`src/rtl/imem_loader.sv`:
```
`default_nettype none
// ============================================================================
// Module   : imem_loader
// Purpose  : Byte-stream program loader for the rv16 instruction memory.
//            Accepts a little-endian stream (length, N data words, XOR
//            checksum), writes each word through the memory write port and
//            holds the core in reset until a full image has been verified.
// Revision : 1.0  initial release
// ----------------------------------------------------------------------------
// Ports
//   clk         in   1   system clock
//   rst         in   1   asynchronous active-high reset
//   i_start     in   1   one-cycle pulse, begins a load (IDLE/DONE/ERROR only)
//   i_in_valid  in   1   host byte valid
//   i_in_data   in   8   host byte
//   o_in_ready  out  1   loader accepts a byte this cycle
//   o_mem_addr  out  16  instruction word address (zero-extended)
//   o_mem_data  out  16  instruction word to write
//   o_mem_we    out  1   one-cycle write strobe
//   o_cpu_rst   out  1   core reset, high while not DONE
//   o_busy      out  1   load in progress
//   o_done      out  1   image loaded and verified
//   o_error     out  1   load aborted (length or checksum)
// ============================================================================
module imem_loader #(
  parameter int ADDR_W    = 12,
  parameter int MAX_WORDS = 4096
) (
  input  logic        clk,
  input  logic        rst,
  input  logic        i_start,
  input  logic        i_in_valid,
  input  logic [7:0]  i_in_data,
  output logic        o_in_ready,
  output logic [15:0] o_mem_addr,
  output logic [15:0] o_mem_data,
  output logic        o_mem_we,
  output logic        o_cpu_rst,
  output logic        o_busy,
  output logic        o_done,
  output logic        o_error
);

  localparam logic [16:0] c_MAX_WORDS = 17'(MAX_WORDS);

  typedef enum logic [3:0] {
    S_IDLE   = 4'd0,
    S_LEN_LO = 4'd1,
    S_LEN_HI = 4'd2,
    S_DAT_LO = 4'd3,
    S_DAT_HI = 4'd4,
    S_WRITE  = 4'd5,
    S_CK_LO  = 4'd6,
    S_CK_HI  = 4'd7,
    S_DONE   = 4'd8,
    S_ERROR  = 4'd9
  } state_t;

  state_t        r_state;
  state_t        w_next;

  logic          r_in_ready;
  logic          r_mem_we;
  logic [15:0]   r_mem_addr;
  logic [15:0]   r_mem_data;
  logic          r_cpu_rst;
  logic          r_busy;
  logic          r_done;
  logic          r_error;

  // Counter is one bit wider than the address so N == MAX_WORDS terminates.
  logic [ADDR_W:0] r_cnt;
  logic [15:0]     r_len;
  logic [15:0]     r_csum;
  // Low byte of whichever 16-bit field is currently being assembled.
  logic [7:0]      r_lo;

  logic            w_xfer;
  logic            w_start_ok;
  logic [ADDR_W:0] w_cnt_inc;
  logic [15:0]     w_field;
  logic            w_next_byte_state;

  assign w_xfer     = r_in_ready & i_in_valid;
  assign w_start_ok = i_start & ((r_state == S_IDLE) || (r_state == S_DONE) ||
                                 (r_state == S_ERROR));
  assign w_cnt_inc  = r_cnt + {{ADDR_W{1'b0}}, 1'b1};
  assign w_field    = {i_in_data, r_lo};

  // State register
  always_ff @(posedge clk or posedge rst) begin
    if (rst) begin
      r_state <= S_IDLE;
    end else begin
      r_state <= w_next;
    end
  end

  // Next-state logic
  always_comb begin
    w_next = r_state;
    case (r_state)
      S_IDLE:   if (w_start_ok) w_next = S_LEN_LO;
      S_LEN_LO: if (w_xfer) w_next = S_LEN_HI;
      S_LEN_HI: begin
        if (w_xfer) begin
          if ({1'b0, w_field} > c_MAX_WORDS) w_next = S_ERROR;
          else if (w_field == 16'd0)         w_next = S_CK_LO;
          else                               w_next = S_DAT_LO;
        end
      end
      S_DAT_LO: if (w_xfer) w_next = S_DAT_HI;
      S_DAT_HI: if (w_xfer) w_next = S_WRITE;
      S_WRITE: begin
        if (16'(w_cnt_inc) < r_len) w_next = S_DAT_LO;
        else                        w_next = S_CK_LO;
      end
      S_CK_LO:  if (w_xfer) w_next = S_CK_HI;
      S_CK_HI: begin
        if (w_xfer) begin
          // r_csum already includes every word: WRITE precedes CK_LO.
          if (w_field == r_csum) w_next = S_DONE;
          else                   w_next = S_ERROR;
        end
      end
      S_DONE:   if (w_start_ok) w_next = S_LEN_LO;
      S_ERROR:  if (w_start_ok) w_next = S_LEN_LO;
      default:  w_next = S_IDLE;
    endcase
  end

  assign w_next_byte_state = (w_next == S_LEN_LO) || (w_next == S_LEN_HI) ||
                             (w_next == S_DAT_LO) || (w_next == S_DAT_HI) ||
                             (w_next == S_CK_LO)  || (w_next == S_CK_HI);

  // Status outputs are registered from the next state so they line up with
  // the state they describe.
  always_ff @(posedge clk or posedge rst) begin
    if (rst) begin
      r_in_ready <= 1'b0;
      r_mem_we   <= 1'b0;
      r_cpu_rst  <= 1'b1;
      r_busy     <= 1'b0;
      r_done     <= 1'b0;
      r_error    <= 1'b0;
    end else begin
      r_in_ready <= w_next_byte_state;
      r_mem_we   <= (w_next == S_WRITE);
      r_cpu_rst  <= (w_next != S_DONE);
      r_busy     <= w_next_byte_state || (w_next == S_WRITE);
      r_done     <= (w_next == S_DONE);
      r_error    <= (w_next == S_ERROR);
    end
  end

  // Datapath
  always_ff @(posedge clk or posedge rst) begin
    if (rst) begin
      r_cnt      <= '0;
      r_len      <= 16'd0;
      r_csum     <= 16'd0;
      r_lo       <= 8'd0;
      r_mem_addr <= 16'd0;
      r_mem_data <= 16'd0;
    end else begin
      if (w_start_ok) begin
        r_cnt  <= '0;
        r_len  <= 16'd0;
        r_csum <= 16'd0;
      end
      if (w_xfer && ((r_state == S_LEN_LO) || (r_state == S_DAT_LO) ||
                     (r_state == S_CK_LO))) begin
        r_lo <= i_in_data;
      end
      if (w_xfer && (r_state == S_LEN_HI)) begin
        r_len <= w_field;
      end
      // Address and data are loaded on entry to WRITE and then held.
      if (w_xfer && (r_state == S_DAT_HI)) begin
        r_mem_data <= w_field;
        r_mem_addr <= {{(16-ADDR_W){1'b0}}, r_cnt[ADDR_W-1:0]};
      end
      if (r_state == S_WRITE) begin
        r_csum <= r_csum ^ r_mem_data;
        r_cnt  <= w_cnt_inc;
      end
    end
  end

  assign o_in_ready = r_in_ready;
  assign o_mem_addr = r_mem_addr;
  assign o_mem_data = r_mem_data;
  assign o_mem_we   = r_mem_we;
  assign o_cpu_rst  = r_cpu_rst;
  assign o_busy     = r_busy;
  assign o_done     = r_done;
  assign o_error    = r_error;

endmodule
`default_nettype wire
```
`config.mk`:
```
export PLATFORM = sky130hd
export DESIGN_NAME = imem_loader
export DESIGN_NICKNAME = d
export VERILOG_FILES = /design/src/rtl/imem_loader.sv
export SDC_FILE = /design/constraint.sdc
export NUM_CORES = 1
export LEC_CHECK = 0
export ABC_AREA = 1
export CORE_AREA = 4 4 96 98
export CTS_CLUSTER_SIZE = 25
export DETAILED_ROUTE_END_ITERATION = 16
export DIE_AREA = 0 0 100 102
export GPL_TIMING_DRIVEN = 0
export PLACE_DENSITY_LB_ADDON = 0.08
export SLEW_MARGIN = 15
export SYNTH_ARGS = -nofsm -noshare
export SYNTH_HDL_FRONTEND = slang
export SYNTH_SLANG_ARGS = --single-unit
```
`constraint.sdc`:
```
create_clock -name clk -period 3.4 [get_ports clk]
set_input_delay 0.34 -clock clk [delete_from_list [all_inputs] [get_ports clk]]
set_output_delay 0.34 -clock clk [all_outputs]
set_load 0.05 [all_outputs]
```
Yosys cells after proc, flatten, opt, wreduce, memory -nomap -nowiden
Cells that the tools add are included.
W data, S select, Z words.

storage, ports and cells
  memory bits (writable) = 0
  bits in read-only memories = 0
  word-level logic and storage cells = 74
  memories kept = 0
  latch bits = 0
  output and inout port bits = 38
  register bits = 91
  input port bits = 12

cells by class
  $lt $le $gt $ge = 2
  muxes and demuxes = 17
  reduce and logical (&&, ||, !) cells = 18
  equal/unequal tests = 20
  multiply operators = 0
  div/mod/pow operators = 0
  shift operators = 0
  bitwise operators = 3
  add/sub/neg operators = 1

operators with widths
  kind                     number
  $mux W16                 3
  $eq A4 B3 Y1 const B     8
  $mux W4                  8
  $pmux W4 S8              1
  $mux W13                 2
  $eq A16 B16 Y1           1
  $eq A4 B2 Y1 const B     4
  $eq A4 B4 Y1 const B     4
  $gt A16 B13 Y1 const B   1
  $logic_not A16 Y1        1
  $lt A13 B16 Y1           1
  $xor A16 B16 Y16         1
  $add A13 B1 Y13 const B  1
  $logic_or A1 B1 Y1       10
  $eq A4 B1 Y1 const B     2
  $mux W3                  2
  $logic_not A4 Y1         1
  $ne A4 B4 Y1 const B     1
  $reduce_bool A2 Y1       2
  $logic_and A1 B1 Y1      3
  $reduce_or A3 Y1         1
  $and A1 B1 Y1            2
  $mux W1                  1

Longest topological paths before layout
  depth after elaboration = 13
  mapped depth = 21
  mapped depth without buffers = 21

Worst setup path before layout
OpenSTA, ideal clock, no wires.

  path kind = register -> register
  start point = register r_cnt[0]
  end point = register r_in_ready (netlist: o_in_ready)
  required time = 3,283 ps
  setup slack = 958 ps
  buffers on the path = 0
  arrival time = 2,325 ps
  clock period less this slack = 2,442 ps
  cell stages (with the launch flop) = 18
  path through = dfrtp_1 -> ha_1 -> nand2_1 -> nor2_1 -> nand3_1 -> nor3_2 -> nand2_1 -> xor2_1 -> ha_1 -> nand2_1 -> nor4_1 -> nand2_1 -> nand3_1 -> inv_1 -> nor2_1 -> nand2_1 -> nand2_1 -> nand2_1

between the ends
  word-level cells in the longest chain between the ends = 10
  elaborated cells on any way between the ends = 15

RTL lines
  what                                                 line  RTL
  start, declared                                      72    logic [ADDR_W:0] r_cnt;
  start signal, assigned                               185   r_cnt <= w_cnt_inc;
  $add A13 B1 Y13 *                                    87    assign w_cnt_inc = r_cnt + {{ADDR_W{1'b0}}, 1'b1};
  $lt A13 B16 Y1 *                                     115   if (16'(w_cnt_inc) < r_len) w_next = S_DAT_LO;
  $mux W3 *                                            115
  $pmux W4 S8 *                                        102   case (r_state)
  $eq A4 B1 Y1 / $eq A4 B2 Y1 (equally long branches)  132   assign w_next_byte_state = (w_next == S_LEN_LO) || (w_next == S_LEN_HI) ||
  $logic_or A1 B1 Y1 (2 in series)                     132
  $logic_or A1 B1 Y1 (2 in series)                     133   (w_next == S_DAT_LO) || (w_next == S_DAT_HI) ||
  $logic_or A1 B1 Y1 *                                 134   (w_next == S_CK_LO) || (w_next == S_CK_HI);
  named net w_next_byte_state                          82    logic w_next_byte_state;
  end signal, assigned                                 147   r_in_ready <= w_next_byte_state;
  end, declared                                        62    logic r_in_ready;

Mark *: on every way through the listed nets, which the timed path passes. The rest lies on a longest branch.
A chain may end at the register's enable or synchronous reset.

Final worst setup path
Ends and elaborated chain as after synthesis.

==> impl_metrics.ini <==
[clock_tree]
cts_num_sinks = 91
cts_tree = yes
clk_pin_slew_ns = 0.10
ctsHoldBuffers = 0
cts_resized = 0
numCtsBuffers = 9
clkLatencyLatePin_ns = 0.37
cts_max_path_buffers = 2
post_cts_buffers = 0
h-tree-depth = 3
cts-root-buf = clkbuf_8

[sta]
fmax_mhz = 347
setup_violations = 0
finalCritPeriodShare = 0.848
tightestPinTransition_ns = 0.645
period_minus_slack_ns = 2.88
fin_skew_ns = 0.00984
relSlewSlack = 0.570
drv_slew = 0
finalHoldViolCount = 0
hold_slack_ns = 0.340
rsz0062_at_grt = no
fin_ws_ns = 0.515

[yosys]
ys_ff_latch = 91
synth_edf_count = 0
synth_async_sr_flop_share = 1.00
syn_area_mm2 = 0.00468
ys_seq_area_frac = 0.487
ys_types = 39
synth_top_cell_by_area = dfrtp_1
yosysMostFrequentCell = nand2_1
syn_inst = 569
syn_avg_cell_area_um2 = 8.23
synth_common_cells = nand2_1 (154), dfrtp_1 (90), inv_1 (83), o21ai_0 (41), nor2_1 (37)
synthFlopType = dfrtp_1
synth.area.top_cells = dfrtp_1 (48%), nand2_1 (12%), inv_1 (6.7%)
ys_warn_count = 0
yosys.area.top_type_share = 0.481

[hold_path]
hold_class = in -> async

[critical_path]
critPathSlowestCell = dfrtp_1
end_kind = flip-flop
critPathRequiredTime_ns = 3.67
worstPathCellList = ha_1, nand2_1, nor2_1, nand3_1, nor3_2, nand2_1, xor2_1, ha_1, nand2_1, nor4_1, nand2_1, nand3_1, inv_1, nor2_1, nand2_1, nand2_1, nand2_1
critPathKind = reg -> reg
cp_max_fo = 3
cp_common_cell = nand2_1
slowest_delay_ns = 0.38
cp-start-kind = flip-flop
arrival_ns = 3.15

[drt]
via_count = 3886
routed_wl_mm = 10.8
dr.pass1.iters = 5
viasPerCell = 5.24
routedWlPerCell_um = 14.5
drc = 0
drt_iter0_markers = 224
detail-route-antenna-nets = 0

[grt]
grt_max_degree = 56
antenna_found_initial = 0
grt_pass1_vias = 3715
grt_usage = 0.222
grt_pass1_wl_mm = 17.8
overflow = 0

[floorplanning]
start_util = 0.553
die_area_mm2 = 0.0102
core_area_mm2 = 0.00847
num_rows = 34
die_w_um = 100
pin_count = 50
die_h_um = 102

[finish]
layout-drive-gt1-share = 0.0962
diodes = 0
nFillCells = 744
instances_no_fill = 742
finalInstanceArea_mm2 = 0.00549
fin_nets = 654
area_growth_pct = 17.1

[job]
drv_cap = 0

[place]
pre_cts_slack_ns = 0.523
placed_cells_incl_taps = 726
dp_hpwl_mm = 7.98
gp_congestion = 0.883
postPlaceCellArea_mm2 = 0.00531
port_buffers = 45

[pwr]
power_density_mw_per_mm2 = 906
vdd_ir_drop_max_v = 0.000432
p_leak_uw = 0.00267

[run_status]
outcome = finished, final reports clean
[cell families (layout without fill, tap and decap cells)]
group | count (synthesis) | after routing | share of synthesized area
AOI/OAI and AO/OA | 98 | 98 | 0.120
and+or+nand+nor | 232 | 232 | 0.219
buffers and inverters | 110 | 172 | 0.0946
xor gates and xnor gates | 24 | 24 | 0.0449
other | 1 | 4 | 0.000801
DFF | 91 | 91 | 0.487
adders and majority gates | 13 | 13 | 0.0347
[final cells by class]
| cell class | count | area [um^2] | area share |
|---|---|---|---|
| repair buffers | 46 | 478 | 0.0871 |
| clock buffers | 9 | 124 | 0.0226 |
| clock inverters | 7 | 51.3 | 0.00935 |
| well taps | 108 | 135 | 0.0246 |
| inverters | 91 | 344 | 0.0627 |
| flip-flops and latches | 91 | 2280 | 0.415 |
| multi-input cells | 371 | 1970 | 0.360 |
| plain buffers | 19 | 101 | 0.0185 |
[worst paths after layout]
| check | from | end | slack (ns) | cells after the start |
|---|---|---|---|---|
| min in group clk | o_mem_addr[5]$_DFFE_PP0P_ | o_mem_addr[5]$_DFFE_PP0P_ | 0.50 | 2 |
| max in group asynchronous | rst | o_cpu_rst$_DFF_PP1_ | 2.37 | 3 |
| worst max register to register | r_cnt[0]$_DFFE_PP0P_ | o_in_ready$_DFF_PP0_ | 0.52 | 17 |
| worst min register to register | o_mem_addr[5]$_DFFE_PP0P_ | o_mem_addr[5]$_DFFE_PP0P_ | 0.50 | 2 |
| worst max-delay path | r_cnt[0]$_DFFE_PP0P_ | o_in_ready$_DFF_PP0_ | 0.52 | 17 |
| worst min-delay path | rst | r_csum[7]$_DFFE_PP0P_ | 0.34 | 2 |
[metrics by stage]
stage,total power [uW],setup TNS (ns),utilization
6_report,4970,0,0.648
5_1_grt,5350,0,0.648
4_1_cts,4990,0,0.648
3_5_place_dp,4310,0,0.627
3_3_place_gp,4230,-61.45,0.624
2_1_floorplan,3590,0,-
[cell usage in the layout, fill, tap and decap left out, types with 2 or more instances in the layout]
cell type,instances
nor2_1,37
nor3_2,3
o22ai_1,36
nor2_2,6
xor2_1,8
o21ai_1,8
clkinvlp_4,2
clkbuf_1,5
conb_1,4
nand3_2,2
nand2_1,154
xnor2_1,16
clkdlybuf4s50_1,45
nor4_1,2
nor2_4,2
dfrtp_1,90
ha_1,13
inv_1,82
clkinv_2,2
nor3_1,3
nand3_1,13
nand4_1,3
clkbuf_8,9
o21ai_0,41
inv_2,8
buf_4,5
a21oi_1,6
inv_6,2
buf_2,9
[power by group]
part | internal [uW] | switching [uW] | total, uW
registers | 1470 | 304 | 1770
logic | 878 | 1630 | 2510
clock network | 270 | 414 | 683
[flip-flops by register name, summed over array words and instances, names as in the netlist]
| signal | cells |
|---|---|
| o_done | 1 |
| o_mem_data | 16 |
| o_mem_we | 1 |
| r_len | 16 |
| o_in_ready | 1 |
| r_csum | 16 |
| o_cpu_rst | 1 |
| r_state | 4 |
| r_lo | 8 |
| r_cnt | 13 |
| o_busy | 1 |
| o_mem_addr | 12 |
| o_error | 1 |
[critical path, delay by kind of cell, from the launching register on]
family	cells	cell delay [ns]
flip-flops	1	0.38
buffers and inverters	1	0.06
AND/OR/NAND/NOR	13	1.69
adder cells (fa/ha/maj)	2	0.48
XOR/XNOR	1	0.17
[layer usage]
| metal | GRT usage | wire [um] | part of all wire |
|---|---|---|---|
| met5 | 0 | 0 | 0 |
| met3 | 0.0273 | 504 | 0.047 |
| met4 | 0.0881 | 239 | 0.022 |
| met1 | 0.303 | 4920 | 0.46 |
| met2 | 0.366 | 5110 | 0.47 |
Note: power is estimated with default switching activity, not from simulation.
==> RTL edit: new RTL, same settings <==
Set the parameter `ADDR_W` to 13 (it was 12).
--- a/src/rtl/imem_loader.sv
+++ b/src/rtl/imem_loader.sv
@@ -25,3 +25,3 @@
 module imem_loader #(
-  parameter int ADDR_W    = 12,
+  parameter int ADDR_W    = 13,
   parameter int MAX_WORDS = 4096
Function: no difference found for any inputs over 10 cycles, from zero or initial values and one cycle with rst high; that may be too few to reach the edited logic, so the function may still have changed.
==> RTL edit against the unedited design <==
Area after synthesis increased by 1.8%. Core utilization grew 2.2 points. Total power grew 9.8%. Combinational power rose by 6%. Sequential cell count is 2 higher. Clock power up 46%. Global-route usage rose by 2.0 points. Routed wire length up 6.6%. Synthesized cell count up 3.3%. Worst setup slack worse by 0.13 ns. Die area did not move. Final area increased by 3.4%. Critical endpoint unchanged. Highest routed layer unchanged.
==> RTL edit: results (changes against the unedited design) <==
status -> finished clean (unchanged)
DP Cell Count -> 745 (was 726)
area grow syn2layout -> 18.9% (was 17.1%)
Detailed Place HPWL -> 8420 um (was 7980 um)
Slew headroom -> 60.4% (was 57.0%)
Seq/Total Area, Yosys -> 48.8% (was 48.7%)
Placed Area -> 0.00540 mm2 (was 0.00531 mm2)
comb_multi_in -> 384 (was 371)
leakage -> 2.77 nW (was 2.67 nW)
FF-to-FF path depth -> 17 (unchanged)
routed wl met2 -> 5530 um (was 5110 um)
Finished Layout Cells -> 761 (was 742)
NonClk Buf Share -> 10.6% (about the same)
Yosys reg bits -> 93 (was 91)
sequential cell area share -> 41.1% (was 41.5%)
Filler Cells Inserted -> 693 (was 744)
fraction of standard cell area in multi-input logic -> 35.0% (was 36.0%)
GRT Util Overall -> 24.3% (was 22.2%)
library cells used by synthesis -> 36 (was 39)
post-place setup slack -> 0.438 ns (was 0.523 ns)
number of non-clock inverters -> 94 (was 91)
drt pass-1 iters -> 4 (was 5)
first-pass GRT wire length -> 19,600 um (was 17,800 um)
largest net degree at the start of global routing -> 59 (was 56)
Hold WS -> 0.343 ns (was 0.340 ns)
top post-synthesis cells by area -> dfrtp_1 48%, nand2_1 13%, inv_1 7.0% (was dfrtp_1 48%, nand2_1 12%, inv_1 6.7%)
Vias/cell -> 5.31 (was 5.24)
CTS Buf Count -> 9 (unchanged)
worst-path maximum fanout -> 5 (was 3)
Mean Syn Cell Area -> 8.11 um2 (was 8.23 um2)
layout cell share with drive strength beyond 1 -> 7.66% (was 9.62%)
worst vdd ir -> 0.507 mV (was 0.432 mV)
wire length per cell -> 15.1 um (was 14.5 um)
Final Skew -> 0.00895 ns (was 0.00984 ns)
Post-Route M1 WL -> 5190 um (was 4920 um)
Layout clock area frac -> 4.75% (was 3.19%)
Fmax -> 332 MHz (was 347 MHz)
DR iter-0 viols -> 194 (was 224)
port buffer count -> 46 (was 45)
routability cong. -> 0.867 (was 0.883)
max incr delay on CP -> 0.41 ns (was 0.38 ns)
nets -> 674 (was 654)
top post-synthesis cells by count -> 162 x nand2_1, 92 x dfrtp_1, 89 x inv_1 (was 154 x nand2_1, 90 x dfrtp_1, 83 x inv_1)
Mapped Area -> 0.00477 mm2 (was 0.00468 mm2)
-- RTL edit: cell types whose count changed after synthesis, moves of 3 or more --
cell     delta
o21ai_0     +9
o21ai_1     -7
inv_1       +6
inv_2       -3
nand2_1     +8
nand3_1     +5
buf_2       -4
nor2_2      -3
-- RTL edit: kinds of logic after synthesis --
| family | after synthesis | share of synthesized area (%) |
|---|---|---|
| XOR/XNOR | 23 | 4.38 |
| AND/OR/NAND/NOR | 244 | 21.5 |
| flip-flops | 93 | 48.8 |
| buffers and inverters | 113 | 9.74 |
| other | 1 | 0.0787 |
| AO/OA/AOI/OAI | 100 | 11.8 |
| adder cells (fa/ha/maj) | 14 | 3.67 |
-- RTL edit: power breakdown --
part,total [mW],switching [mW],internal (mW)
Clock,0.994,0.426,0.568
Sequential,1.79,0.291,1.50
Combinational,2.67,1.75,0.924
-- RTL edit: layer usage --
layer	track usage, %	up-vias
li1	-	1984
met5	0	-
met2	39.4	115
met1	33.3	1925
met3	4.57	19
met4	7.67	0
